### src/rtl/alu_sequencer.sv
// Stack-machine ALU sequencer: pops operands, launches the ALU, waits for the result, pushes it.
// One operation in flight; flags underflow, divide-by-zero, ALU timeout and illegal opcodes.
module alu_sequencer #(
   parameter int WIDTH   = 32,
   parameter int CNT_W   = 8,
   parameter int TIMEOUT = 64
) (
   input  logic             clk,
   input  logic             rst,
   input  logic             op_valid,
   output logic             op_ready,
   input  logic [3:0]       aluop,
   input  logic [CNT_W-1:0] stack_count,
   input  logic [WIDTH-1:0] stack_top,
   output logic             pop,
   output logic             push,
   output logic [WIDTH-1:0] push_data,
   output logic [3:0]       alu_op,
   output logic [WIDTH-1:0] alu_a,
   output logic [WIDTH-1:0] alu_b,
   output logic             alu_start,
   input  logic             alu_done,
   input  logic [WIDTH-1:0] alu_result,
   output logic             done,
   output logic [2:0]       err_code,
   input  logic             err_clr
);

   localparam int TMR_W = $clog2(TIMEOUT + 1);

   localparam logic [2:0] ERR_NONE      = 3'd0;
   localparam logic [2:0] ERR_UNDERFLOW = 3'd1;
   localparam logic [2:0] ERR_DIVZERO   = 3'd2;
   localparam logic [2:0] ERR_TIMEOUT   = 3'd3;
   localparam logic [2:0] ERR_ILLEGAL   = 3'd4;

   typedef enum logic [2:0] {
      IDLE  = 3'd0,
      POP_B = 3'd1,
      POP_A = 3'd2,
      EXEC  = 3'd3,
      WAIT  = 3'd4,
      PUSH  = 3'd5,
      ERR   = 3'd6
   } state_t;

   function automatic logic op_legal(input logic [3:0] op);
      logic ok;
      case (op)
         4'b0000, 4'b0001, 4'b0010, 4'b0011, 4'b0100, 4'b0101,
         4'b1000, 4'b1001, 4'b1010, 4'b1100, 4'b1101, 4'b1111: ok = 1'b1;
         default: ok = 1'b0;
      endcase
      return ok;
   endfunction

   function automatic logic op_unary(input logic [3:0] op);
      return (op == 4'b0101);
   endfunction

   function automatic logic op_divides(input logic [3:0] op);
      return (op == 4'b0011) || (op == 4'b0100);
   endfunction

   state_t             state_r;
   logic [TMR_W-1:0]   timer_r;
   logic               divz_r;

   logic               accept_s;
   logic [CNT_W-1:0]   need_s;
   logic               underflow_s;
   logic [TMR_W-1:0]   timer_next_s;

   assign accept_s     = op_valid && op_ready;
   assign need_s       = op_unary(aluop) ? CNT_W'(1) : CNT_W'(2);
   assign underflow_s  = (stack_count < need_s);
   assign timer_next_s = timer_r + TMR_W'(1);

   // Sequencer FSM; every output is registered and set on the edge that enters the state it belongs to.
   always_ff @(posedge clk or posedge rst) begin
      if (rst) begin
         state_r   <= IDLE;
         timer_r   <= '0;
         divz_r    <= 1'b0;
         op_ready  <= 1'b1;
         pop       <= 1'b0;
         push      <= 1'b0;
         push_data <= '0;
         alu_op    <= 4'b0000;
         alu_a     <= '0;
         alu_b     <= '0;
         alu_start <= 1'b0;
         done      <= 1'b0;
         err_code  <= ERR_NONE;
      end else begin
         pop       <= 1'b0;
         push      <= 1'b0;
         alu_start <= 1'b0;
         done      <= 1'b0;
         case (state_r)
            IDLE: begin
               if (accept_s) begin
                  alu_op   <= aluop;
                  op_ready <= 1'b0;
                  if (!op_legal(aluop)) begin
                     err_code <= ERR_ILLEGAL;
                     state_r  <= ERR;
                  end else if (underflow_s) begin
                     err_code <= ERR_UNDERFLOW;
                     state_r  <= ERR;
                  end else begin
                     pop     <= 1'b1;
                     state_r <= POP_B;
                  end
               end else begin
                  op_ready <= 1'b1;
               end
            end
            POP_B: begin
               alu_b <= stack_top;
               if (op_unary(alu_op)) begin
                  // Unary ops see a zero left operand, so neg is computed as 0 - b.
                  alu_a     <= '0;
                  divz_r    <= 1'b0;
                  alu_start <= 1'b1;
                  state_r   <= EXEC;
               end else begin
                  pop     <= 1'b1;
                  state_r <= POP_A;
               end
            end
            POP_A: begin
               alu_a   <= stack_top;
               state_r <= EXEC;
               if (op_divides(alu_op) && (alu_b == '0)) begin
                  divz_r <= 1'b1;
               end else begin
                  divz_r    <= 1'b0;
                  alu_start <= 1'b1;
               end
            end
            EXEC: begin
               timer_r <= '0;
               if (divz_r) begin
                  err_code <= ERR_DIVZERO;
                  state_r  <= ERR;
               end else begin
                  state_r <= WAIT;
               end
            end
            WAIT: begin
               if (alu_done) begin
                  push_data <= alu_result;
                  push      <= 1'b1;
                  done      <= 1'b1;
                  state_r   <= PUSH;
               end else if (timer_next_s == TMR_W'(TIMEOUT - 1)) begin
                  // Fires so that the error becomes visible TIMEOUT cycles after the launch pulse.
                  err_code <= ERR_TIMEOUT;
                  state_r  <= ERR;
               end else begin
                  timer_r <= timer_next_s;
               end
            end
            PUSH: begin
               op_ready <= 1'b1;
               state_r  <= IDLE;
            end
            ERR: begin
               if (err_clr) begin
                  err_code <= ERR_NONE;
                  op_ready <= 1'b1;
                  state_r  <= IDLE;
               end else begin
                  op_ready <= 1'b0;
               end
            end
            default: begin
               err_code <= ERR_NONE;
               op_ready <= 1'b1;
               state_r  <= IDLE;
            end
         endcase
      end
   end

endmodule
### config.mk
export PLATFORM = sky130hd
export DESIGN_NAME = alu_sequencer
export DESIGN_NICKNAME = d
export VERILOG_FILES = /design/src/rtl/alu_sequencer.sv
export SDC_FILE = /design/constraint.sdc
export NUM_CORES = 1
export LEC_CHECK = 0
export CORE_ASPECT_RATIO = 1.2
export CORE_UTILIZATION = 70
export CTS_BUF_LIST = sky130_fd_sc_hd__clkbuf_4 sky130_fd_sc_hd__clkbuf_8
export DETAILED_ROUTE_END_ITERATION = 7
export DONT_BUFFER_PORTS = 1
export MAX_ROUTING_LAYER = met4
export PLACE_DENSITY = 0.95
export SETUP_SLACK_MARGIN = 0.05
export SYNTH_ARGS = -nofsm -noshare
export SYNTH_HDL_FRONTEND = slang
export SYNTH_SLANG_ARGS = --single-unit
### constraint.sdc
create_clock -name clk -period 6.5 [get_ports clk]
set_input_delay 1.3 -clock clk [delete_from_list [all_inputs] [get_ports clk]]
set_output_delay 1.3 -clock clk [all_outputs]
set_load 0.01 [all_outputs]
## Word-level counts from Yosys, hierarchy flattened

Memory sizes are Yosys's and may differ from the RTL's.
Index checks and enable logic that the tools add are counted.

| word-level totals | value |
|---|---|
| flip-flop bits (word level) | 118 |
| ROM bits | 16 |
| input port bits | 81 |
| output and inout port bits | 108 |
| logic and storage cells | 91 |
| memories | 1 |

| cells by class | value |
|---|---|
| add/sub/neg operators | 1 |
| magnitude comparators | 1 |
| equal/unequal tests | 20 |
| mux-type cells | 40 |
| bitwise operators | 1 |
| reduce and logical (&&, ||, !) cells | 15 |

Memories:

| memory | depth | width | read ports | clocked after memory_dff | write ports | RTL line | source |
|---|---|---|---|---|---|---|---|
| (no name shown) | 16 | 1 | 1 | 0 | 0 | 49 | `case (op)` |

Operators with widths:

| operator | count |
|---|---|
| $pmux 32 s2 | 1 |
| $mux 3 | 12 |
| $logic_not 32->1 | 1 |
| $mux 32 | 1 |
| $pmux 3 s6 | 1 |
| $mux 1 | 15 |
| $pmux 3 s5 | 1 |
| $mux 7 | 2 |
| $ne 2x2->1 const B | 7 |
| $pmux 7 s2 | 1 |
| $eq 4x3->1 const B | 3 |
| $eq 3x3->1 const B | 3 |
| $lt 8x2->1 | 1 |
| $add 7x1->7 const B | 1 |
| $eq 7x6->1 const B | 1 |
| $reduce_and 7->1 | 1 |
| $eq 3x2->1 const B | 2 |
| $ne 3x3->1 const B | 2 |
| $pmux 1 s2 | 3 |
| $reduce_and 2->1 | 3 |
| $reduce_and 3->1 | 2 |
| $eq 4x2->1 const B | 1 |
| $mux 2 | 2 |
| $reduce_bool 2->1 | 2 |
| other kinds (8) | 9 |

## Longest topological paths before layout

| logic depth | value |
|---|---|
| word-level depth | 7 |
| mapped depth | 8 |

## Worst setup path after synthesis

Ideal clock, no wire load.

| timing path | value |
|---|---|
| path kind | input port to flip-flop |
| start point | input port aluop[2] |
| end point | register err_code[2] |
| library setup time | 0.128 ns |
| data arrival time | 2.959 ns |
| slack | 3.414 ns |
| cell stages on the path | 8 |
| buffers on the path | 0 |
| cell sequence | nor4bb_1 -> ha_1 -> or4_1 -> nor4_2 -> nand2_1 -> a31oi_2 -> o211ai_2 -> mux2_1 |

| between the ends | value |
|---|---|
| longest elaborated chain between the ends | 6 |
| elaborated cells between the ends (all ways) | 11 |
| classes of those cells | order compare (1); eq/ne (2); mux (6); reduce/logical (1); memory (1) |

Ends and longest elaborated chain:

| element | RTL line | source |
|---|---|---|
| from (decl) | 12 | `input logic [3:0] aluop,` |
| parallel branches: the longest is 6 deep, another holds $lt 8x2->1 | n/a |  |
| to (signal assigned) | 94 | `err_code <= ERR_NONE;` |
| to (signal assigned) | 106 | `err_code <= ERR_ILLEGAL;` |
| to (signal assigned) | 109 | `err_code <= ERR_UNDERFLOW;` |
| to (decl) | 25 | `output logic [2:0] err_code,` |

Parallel ways; which one is timed is not known. The select of a mux whose other input is x is not followed.
A chain may end at the register's enable or synchronous reset.

## Worst setup path after layout

| timing path | value |
|---|---|
| start point | input port aluop[1] |
| end point | register err_code[2] |

The elaborated chain is that of the path after synthesis.

==> impl_metrics.ini <==
[worst_hold_path]
hold_end = timer_r[5]
hold_depth = 1
hp-class = reg2reg
hold_path.startpoint = timer_r[5]

[setup_path]
crit_family = simple AND/OR/NAND/NOR gates
criticalPathCategory = in2reg
crit_slowest_cell = nor4bb_1
reg2regPathDepth = 7
path_buf_inv = 0
crit_path_max_fanout = 3
r2r-start = state_r[2]
start_kind = input port
cp_data_arrival_time_ps = 3330
end_kind = register
timing.rr.end = err_code[2]
slowest_delay_ps = 590
r2r_setup_slack_ps = 4200
crit_path_cell_trace = nor4bb_1 -> ha_1 -> a21bo_2 -> nand2_1 -> a31oi_2 -> o211ai_2 -> mux2_1
worst_ep_required_time_ps = 6810

[synthesis]
synth.area.top_cells = dfrtp_1 60%, mux2_2 16%, a22o_1 5.9%
synth_top_area_share_pct = 59.72
synth_area_per_cell_um2 = 13.36
yosysUniqueCellTypes = 55
seq_area_frac_synth_pct = 60.26
yosys.area.top_type = dfrtp_1
yosys_register_bits = 118
syn_area_um2 = 4902
synthCells = 367
synth_enable_flop_cells = 0
yosys_warnings = 0
syn-num-nets = 451
async_flop_share_pct = 100.0
synth_flop_cell = dfrtp_1

[clock_network]
postCtsHoldBufs = 0
htreeDepth = 4
insertion_delay_ps = 430
cts.clk_slew.worst_paths_ps = 70
cts_buffer_depth = 2
cts_tree = yes
cts-root-buf = clkbuf_8
clkSinkCount = 118
cts_buffers = 17
post_cts_resized = 0
post-cts-setup-buffers = 0

[sta]
period_share_pct = 46.59
hold_viol_final = 0
grt_setup_unrepaired = no
worstMarginPinSlew_ps = 767.9
finalSetupViolCount = 0
drv_slew = 0
tns_ps = 0
skew_ps = 7.650
hold_ws_ps = 553.3
timing.fmax_mhz = 330.2
slew_headroom_pct = 48.81
layout_setup_ws_ps = 3472
timing.final.crit_period_ps = 3028

[placement]
dp_hpwl_um = 7689
placedInstanceArea_um2 = 4977
gp_congestion = 0.9207
dp_slack_ps = 3086
io_buffer_count = 0

[detailed_routing]
drt_first_pass_iters = 4
drc = 0
wl_um = 11330
routed-via-count = 3204
ant_nets = 0
drt_iter0_markers = 251
routedWlPerCell_um = 24.00
vias_per_cell = 6.788

[floorplanning]
fp.dieH_um = 93.67
initial_core_util_pct = 71.96
coreArea_um2 = 6813
rows = 33
die_w_um = 78.40
dieArea_um2 = 7343
io_pins = 189

[pwr]
p_leak_nw = 2.340
power.total_w = 0.003068
powerDensity_nw_per_um2 = 569.6
irDropWorstVdd_v = 0.0003416

[global_route]
grt_usage_pct = 33.05
busiest_layer = met2
grt_pass1_vias = 3285
grt.met2_usage_pct = 53.51
grt_pass1_wl_um = 17090
grtUsageMet1_pct = 36.35
antenna_found_initial = 0
grt_start_max_net_pins = 62
overflow = 0
grtUsageMet3_pct = 13.11

[layout]
design_area_um2 = 5385
diodes = 0
nets = 456
seq_area_um2 = 2954
area_growth_pct = 9.852
multi_input_area_um2 = 1822
fillers = 397
drive_gt1_share_pct = 31.95

[run]
cap_violations = 0

[outcome]
status = completed
[layout make-up]
class	instances	area share (%)
sequential	118	54.86
multi-input combinational	217	33.83
clock buffer	21	5.251
clock inverter	11	2.323
tap	87	2.021
inverter	12	0.8829
timing repair buffer	6	0.8364
[state kept, by name, summed over array words and instances, names as in the netlist]
register   cells
alu_b         32
alu_a         32
timer_r        7
push_data     32
state_r        3
op_ready       1
alu_start      1
alu_op         4
pop            1
done           1
err_code       3
divz_r         1
[logic make-up (layout without fill, tap and decap cells)]
| logic type | count (synthesis) | after routing | share of synthesized area, % |
|---|---|---|---|
| muxes | 72 | 72 | 16.49 |
| AOI/OAI and AO/OA | 75 | 75 | 11.89 |
| xor gates and xnor gates | 1 | 1 | 0.1787 |
| buffers and inverters | 32 | 50 | 2.859 |
| DFF | 118 | 118 | 60.26 |
| adders and majority gates | 3 | 3 | 0.7658 |
| and+or+nand+nor | 66 | 66 | 7.555 |
[layer usage]
metal	vias to the layer above	routed length, um	share of wire, %
met5	-	0	0
met4	0	216	1.9
met3	31	1074	9.5
met2	210	5999	53
met1	1597	4038	36
li1	1366	-	-
[cell usage in the layout, fill, tap and decap left out, drive strengths merged, types with 2 or more instances in the layout]
cell type,count
clkinvlp,5
nand2b,3
nor3,7
ha,3
bufinv,2
mux2,70
nor3b,3
dfrtp,117
mux2i,2
nand2,12
nor2,11
o21ai,9
a21oi,12
a211oi,2
clkbuf,21
or3,2
nor4,10
nand4,2
nor2b,2
a22o,33
nand3b,3
clkinv,4
buf,6
a31oi,5
o22ai,2
and3,2
and2,3
nand3,3
inv,12
o211ai,2
[metrics by stage]
stage               cells  utilization (%)
global placement      440            73.06
global route          472            79.05
CTS                   472            79.05
floorplan             367                -
detailed placement    440            73.06
finish                472            79.05
[synthesized netlist by cell type (all sizes together) (2+ instances only)]
library cell and instances:
a211oi 2, a21oi 12, a22o 33, a31oi 5, and2 3, and3 2
buf 9, clkbuf 11, dfrtp 117, ha 3, inv 12, mux2 70
mux2i 2, nand2 12, nand2b 3, nand3 3, nand3b 3, nand4 2
nor2 11, nor2b 2, nor3 7, nor3b 3, nor4 10, o211ai 2
o21ai 9, o22ai 2, or3 2
[report_power, final]
group	total, W	internal, W	switching [W]
Clock	0.000674	0.000375	0.000300
Combinational	0.000797	0.000423	0.000374
Sequential	0.00160	0.00109	0.000504
[worst max-delay path by stage]
stage	startpoint	to	slack, ps	cells after the start
6_report	aluop[1]	err_code[2]	3470	7
5_1_grt	aluop[2]	err_code[2]	3400	7
2_1_floorplan	rst	alu_a[0]	2070	1
3_3_place_gp	aluop[1]	err_code[2]	3210	7
4_1_cts	aluop[1]	err_code[2]	3520	7
3_5_place_dp	aluop[1]	err_code[2]	3090	7
No activity file was read; power rests on OpenSTA's default activity.
==> RTL edit 1 (same flow settings) <==
The 7 states of `state_t` get a one-hot encoding in 7 bits.
--- a/src/rtl/alu_sequencer.sv
+++ b/src/rtl/alu_sequencer.sv
@@ -35,12 +35,12 @@
    localparam logic [2:0] ERR_ILLEGAL   = 3'd4;
 
-   typedef enum logic [2:0] {
-      IDLE  = 3'd0,
-      POP_B = 3'd1,
-      POP_A = 3'd2,
-      EXEC  = 3'd3,
-      WAIT  = 3'd4,
-      PUSH  = 3'd5,
-      ERR   = 3'd6
+   typedef enum logic [6:0] {
+      IDLE  = 7'b0000001,
+      POP_B = 7'b0000010,
+      POP_A = 7'b0000100,
+      EXEC  = 7'b0001000,
+      WAIT  = 7'b0010000,
+      PUSH  = 7'b0100000,
+      ERR   = 7'b1000000
    } state_t;
 
Formal check against the unedited RTL: same outputs for any inputs over 10 cycles, from zero or initial values and one cycle with rst high; not proved beyond that.
==> RTL edit 1 against the unedited design <==
  * Cell area up 2.8%
  * Register-to-register slack better by 0.12 ns
  * Area after synthesis up 3.2%
  * Critical path depth up 1
  * Power down 14%
  * Worst setup slack better by 0.34 ns
  * Sequential cell count up 4
  * Combinational power down 35%
  * Wire length down 5.6%
  * Clock power up 3.9%
  * Sequential power down 12%
  * Critical path type unchanged
  * Critical endpoint unchanged
  * Largest power group unchanged
  * Highest routed layer unchanged
==> RTL edit 1: results (changes against the unedited design) <==
run_status:
  outcome: "completed"
clock_network:
  cts-buffers-inserted: 17  # unchanged
  cts_buffer_depth: 2  # unchanged
  cts_resized: 0  # unchanged
  clkSlewWorstSetupHoldPaths_ns: 0.07  # about the same
  post-cts-setup-buffer-count: 0  # unchanged
  root_buffer: "clkbuf_8"
  clkLatencyLatePin_ns: 0.43  # about the same
  htree_levels: 4  # unchanged
worst_setup_path:
  path_delay_family: "simple AND/OR/NAND/NOR gates"
  rrSetupSlack_ns: 4.32  # +0.12 ns
  crit_fanout: 4  # +1
  ff2ff_path_depth: 5  # -2
  worst_r2r_startpoint: "state_r[1]"
  worst_path_max_delay_cell: "o21ai_1"
  cpPeakStageDelay_ns: 0.32  # -0.27 ns
  rr_endpoint: "push_data[12]"
  startpoint: "aluop[3]"
detailed_routing:
  via_count: 3187  # -0.53%
  drt-pass1-iter-count: 5  # +1
  drt-initial-drc-count: 141  # -44%
  wirelength_um: 10700  # -5.6%
pwr:
  p_clk_share_pct: 26.7  # +4.7 points
  power.internal_uw: 1727  # -8.6%
  p_seq_uw: 1410  # -12%
  irDropWorstVdd_mv: 0.3037  # -11%
  p_leak_uw: 0.002622  # +12%
sta:
  fin_skew_ns: 0.009469  # +0.001819 ns
  slew_headroom_pct: 46.88  # -1.9 points
  holdWs_ns: 0.5624  # +0.009156 ns
  finalCriticalPeriod_ns: 2.686  # -0.3427 ns
logic_synthesis:
  synthMuxAreaShare_pct: 15.64  # -0.85 points
  synthAdderAreaFrac_pct: 0.7422  # -0.023 points
  ys_seq_area_share_pct: 60.42  # +0.16 points
  ys_async_sr_fraction_pct: 100.0  # unchanged
  synth_fp_nets: 450  # -0.22%
  synth_area_leaders: "dfrtp_1 (59%), mux2_2 (11%), a22o_1 (5.9%), mux2_1 (3.8%), dfstp_2 (1.0%)"
  synth.distinct_cells: 54  # -1.8%
  yosys-top-cells-count: "dfrtp_1 (120), mux2_2 (51), a22o_1 (34)"
  synth_compound_area_share_pct: 10.54  # -1.4 points
  synth_top_flop_cell: "dfrtp_1"
  synth_xor_area_share_pct: 0.6927  # +0.51 points
place:
  io_buffer_count: 0  # unchanged
  hpwl_um: 7664  # -0.32%
  place_ws_ns: 3.383  # +0.2975 ns
  gp_congestion: 0.9185  # -0.24%
hold_path:
  hold_end: "push_data[20]"
  hold_class: "flop to flop"
  min_from: "push_data[20]"
global_routing:
  grt_pass1_wl_um: 16080  # -5.9%
  antenna_found_initial: 0  # unchanged
  grt_pass1_vias: 3320  # +1.1%
  grt_max_degree: 69  # +11%
  grt_usage_pct: 30.34  # -2.7 points
layout:
  layout-drive-gt1-share_pct: 26.68  # -5.3 points
  antennaDiodeCount: 0  # unchanged
  nNetsFinal: 457  # +0.22%
  fillerInstances: 406  # +2.3%
-- RTL edit 1: cell types whose count changed after synthesis, sizes merged, moves of 3 or more --
cell / delta
a21o: +3
a21oi: -6
a31oi: -5
buf: +4
clkbuf: -7
dfrtp: +3
inv: -7
nand3: +6
xor2: +3
-- RTL edit 1: cell type report --
cell class              count  area share, %
well taps                  87          1.966
repair buffers              5         0.6778
multi-input cells         222          34.18
clock buffers              19          4.609
clock inverters            13          3.005
inverters                   5         0.3841
flip-flops and latches    122          55.17
-- RTL edit 1: metrics by stage --
stage	cell area [um2]	util, %	power, uW	cells
final	5538	80.31	2628	473
after global routing	5538	80.31	2747	473
after CTS	5538	80.31	2641	473
after detailed placement	5116	74.20	1935	441
after global placement	5116	74.20	1886	441
after floorplan	5057	-	1768	366
-- RTL edit 1: per-layer routing --
layer	vias up	wire [um]	GRT usage (%)
met4	0	345	15.61
met2	187	5601	50.00
met3	33	921	11.00
met5	-	0	-
met1	1590	3831	31.89
li1	1377	-	-
==> RTL edit 2 (same flow settings) <==
Made on the original files. Set the parameter `WIDTH` to 64 (it was 32).
--- a/src/rtl/alu_sequencer.sv
+++ b/src/rtl/alu_sequencer.sv
@@ -2,5 +2,5 @@
 // One operation in flight; flags underflow, divide-by-zero, ALU timeout and illegal opcodes.
 module alu_sequencer #(
-   parameter int WIDTH   = 32,
+   parameter int WIDTH   = 64,
    parameter int CNT_W   = 8,
    parameter int TIMEOUT = 64
Interface: changed (5 resized); port bits go from 189 to 349. The function was not compared with the original's and may differ.
==> RTL edit 2 against the unedited design <==
  * Count of clock-buffer cells in the layout increased by 25
  * Sequential cell count increased by 96
  * Die area increased by 70%
  * Worst setup slack got worse by 0.40 ns
  * Highest routed layer unchanged
  * Power increased by 75%
  * Cell area increased by 72%
  * Area after synthesis increased by 72%
  * Fmax decreased by 12%
  * Wire length increased by 110%
==> RTL edit 2: results (changes against the unedited design) <==
pwr:
  p_leak_uw: 0.004445  # +90%
  irDropWorstVdd_mv: 0.4188  # +23%
clock_network:
  htree_levels: 1  # -3
  clkLatencyLatePin_ns: 0.55  # +0.12 ns
  cts-buffers-inserted: 31  # +14
  cts_buffer_depth: 3  # +1
sta:
  worst_slew_pin_slew_ns: 1.156  # +0.3878 ns
  fmax_mhz: 291.8  # -12%
global_routing:
  grt_usage_pct: 38.37  # +5.3 points
  grt_pass1_wl_um: 34020  # +99%
  antenna_found_initial: 1  # +1
  grt_max_degree: 122  # +97%
detailed_routing:
  via_count: 5964  # +86%
  routedWlPerCell_um: 26.24  # +9.3%
  wirelength_um: 23430  # +110%
layout:
  layout-drive-gt1-share_pct: 19.86  # -12 points
  top_regs: "alu_a (64), alu_b (64), push_data (64)"
place:
  dpl.cell_count: 835  # +90%
  gp_congestion: 0.9053  # -1.7%
logic_synthesis:
  synth_compound_area_share_pct: 10.34  # -1.6 points
  synth.distinct_cells: 51  # -7.3%
  synthAdderAreaFrac_pct: 0.4445  # -0.32 points
  yosys-top-cells-count: "dfrtp_1 (213), nand2_1 (207), mux2_2 (69)"
  synthMuxAreaShare_pct: 9.557  # -6.9 points
  synth_area_leaders: "dfrtp_1 (63%), mux2_2 (9.2%), nand2_1 (9.2%), a22o_1 (6.7%), nor4_1 (1.2%)"
  synth_xor_area_share_pct: 0.2074  # +0.029 points
  ys_seq_area_share_pct: 63.43  # +3.2 points
worst_setup_path:
  rrSetupSlack_ns: 3.07  # -1.13 ns
  ff2ff_path_depth: 6  # -1
  crit_fanout: 66  # +63
  cp_data_arrival_time_ns: 3.88  # +0.55 ns
run_status:
  outcome: "completed"
-- RTL edit 2: changes by cell type after synthesis, sizes merged, moves of 5 or more --
| cell | change |
|---|---|
| a21oi | -5 |
| a22o | +32 |
| buf | +18 |
| dfrtp | +96 |
| nand2 | +195 |
| nor2 | +5 |
| nor4 | +6 |
-- RTL edit 2: cell type report --
| class | count | area [um2] |
|---|---|---|
| fillers | 629 | 2431 |
| repair buffers | 5 | 50.05 |
| flip-flops and latches | 214 | 5356 |
| diodes | 1 | 2.502 |
| clock inverters | 11 | 110.1 |
| multi-input cells | 448 | 2869 |
| inverters | 11 | 45.04 |
| clock buffers | 46 | 614.3 |
| well taps | 157 | 196.4 |
-- RTL edit 2: power breakdown --
group	total, uW	switching [uW]	internal, uW	leakage (uW)
logic	1250	645	609	0.00141
clock network	1210	521	687	0.000379
registers	2900	952	1950	0.00266
-- RTL edit 2: cells by family after synthesis --
logic type	after synthesis
and+or+nand+nor	266
DFF	214
AOI/OAI and AO/OA	105
muxes	72
buffers and inverters	51
adders and majority gates	3
xor gates and xnor gates	2
-- RTL edit 2: worst paths after layout --
path	from	endpoint
min in group asynchronous	rst	alu_op[0]
max in group asynchronous	rst	push_data[8]
max	state_r[0]	state_r[0]
min	timer_r[6]	timer_r[6]
max reg2reg	state_r[0]	state_r[0]
min reg2reg	timer_r[6]	timer_r[6]
-- RTL edit 2: critical path: stages (launching register included) --
cell and delay (ns):
dfrtp_1 0.49, or2_2 0.38, nor2_1 0.33, nand2_2 0.72
inv_2 1.08, a21oi_1 0.07, a21oi_1 0.20
-- RTL edit 2: per-stage QoR --
step / utilization [%] / power, uW / area, um2 / hold WS (ns)
after CTS: 79.16 / 5356 / 9241 / 0.5342
after detailed placement: 72.95 / 4120 / 8517 / 0.5161
after global routing: 79.18 / 5629 / 9244 / 0.5565
after floorplan: - / 3661 / 8448 / 0.4731
after global placement: 72.95 / 3996 / 8517 / 0.5041
final: 79.18 / 5366 / 9244 / 0.5365
-- RTL edit 2: metal layers --
layer  share of wire [%]  vias up  global-route usage (%)
li1                    -     2455                       -
met1                  32     2985                   41.06
met2                  49      429                   60.11
met3                  13       95                   16.29
met4                 5.7        0                   20.80
met5                   0        -                       -
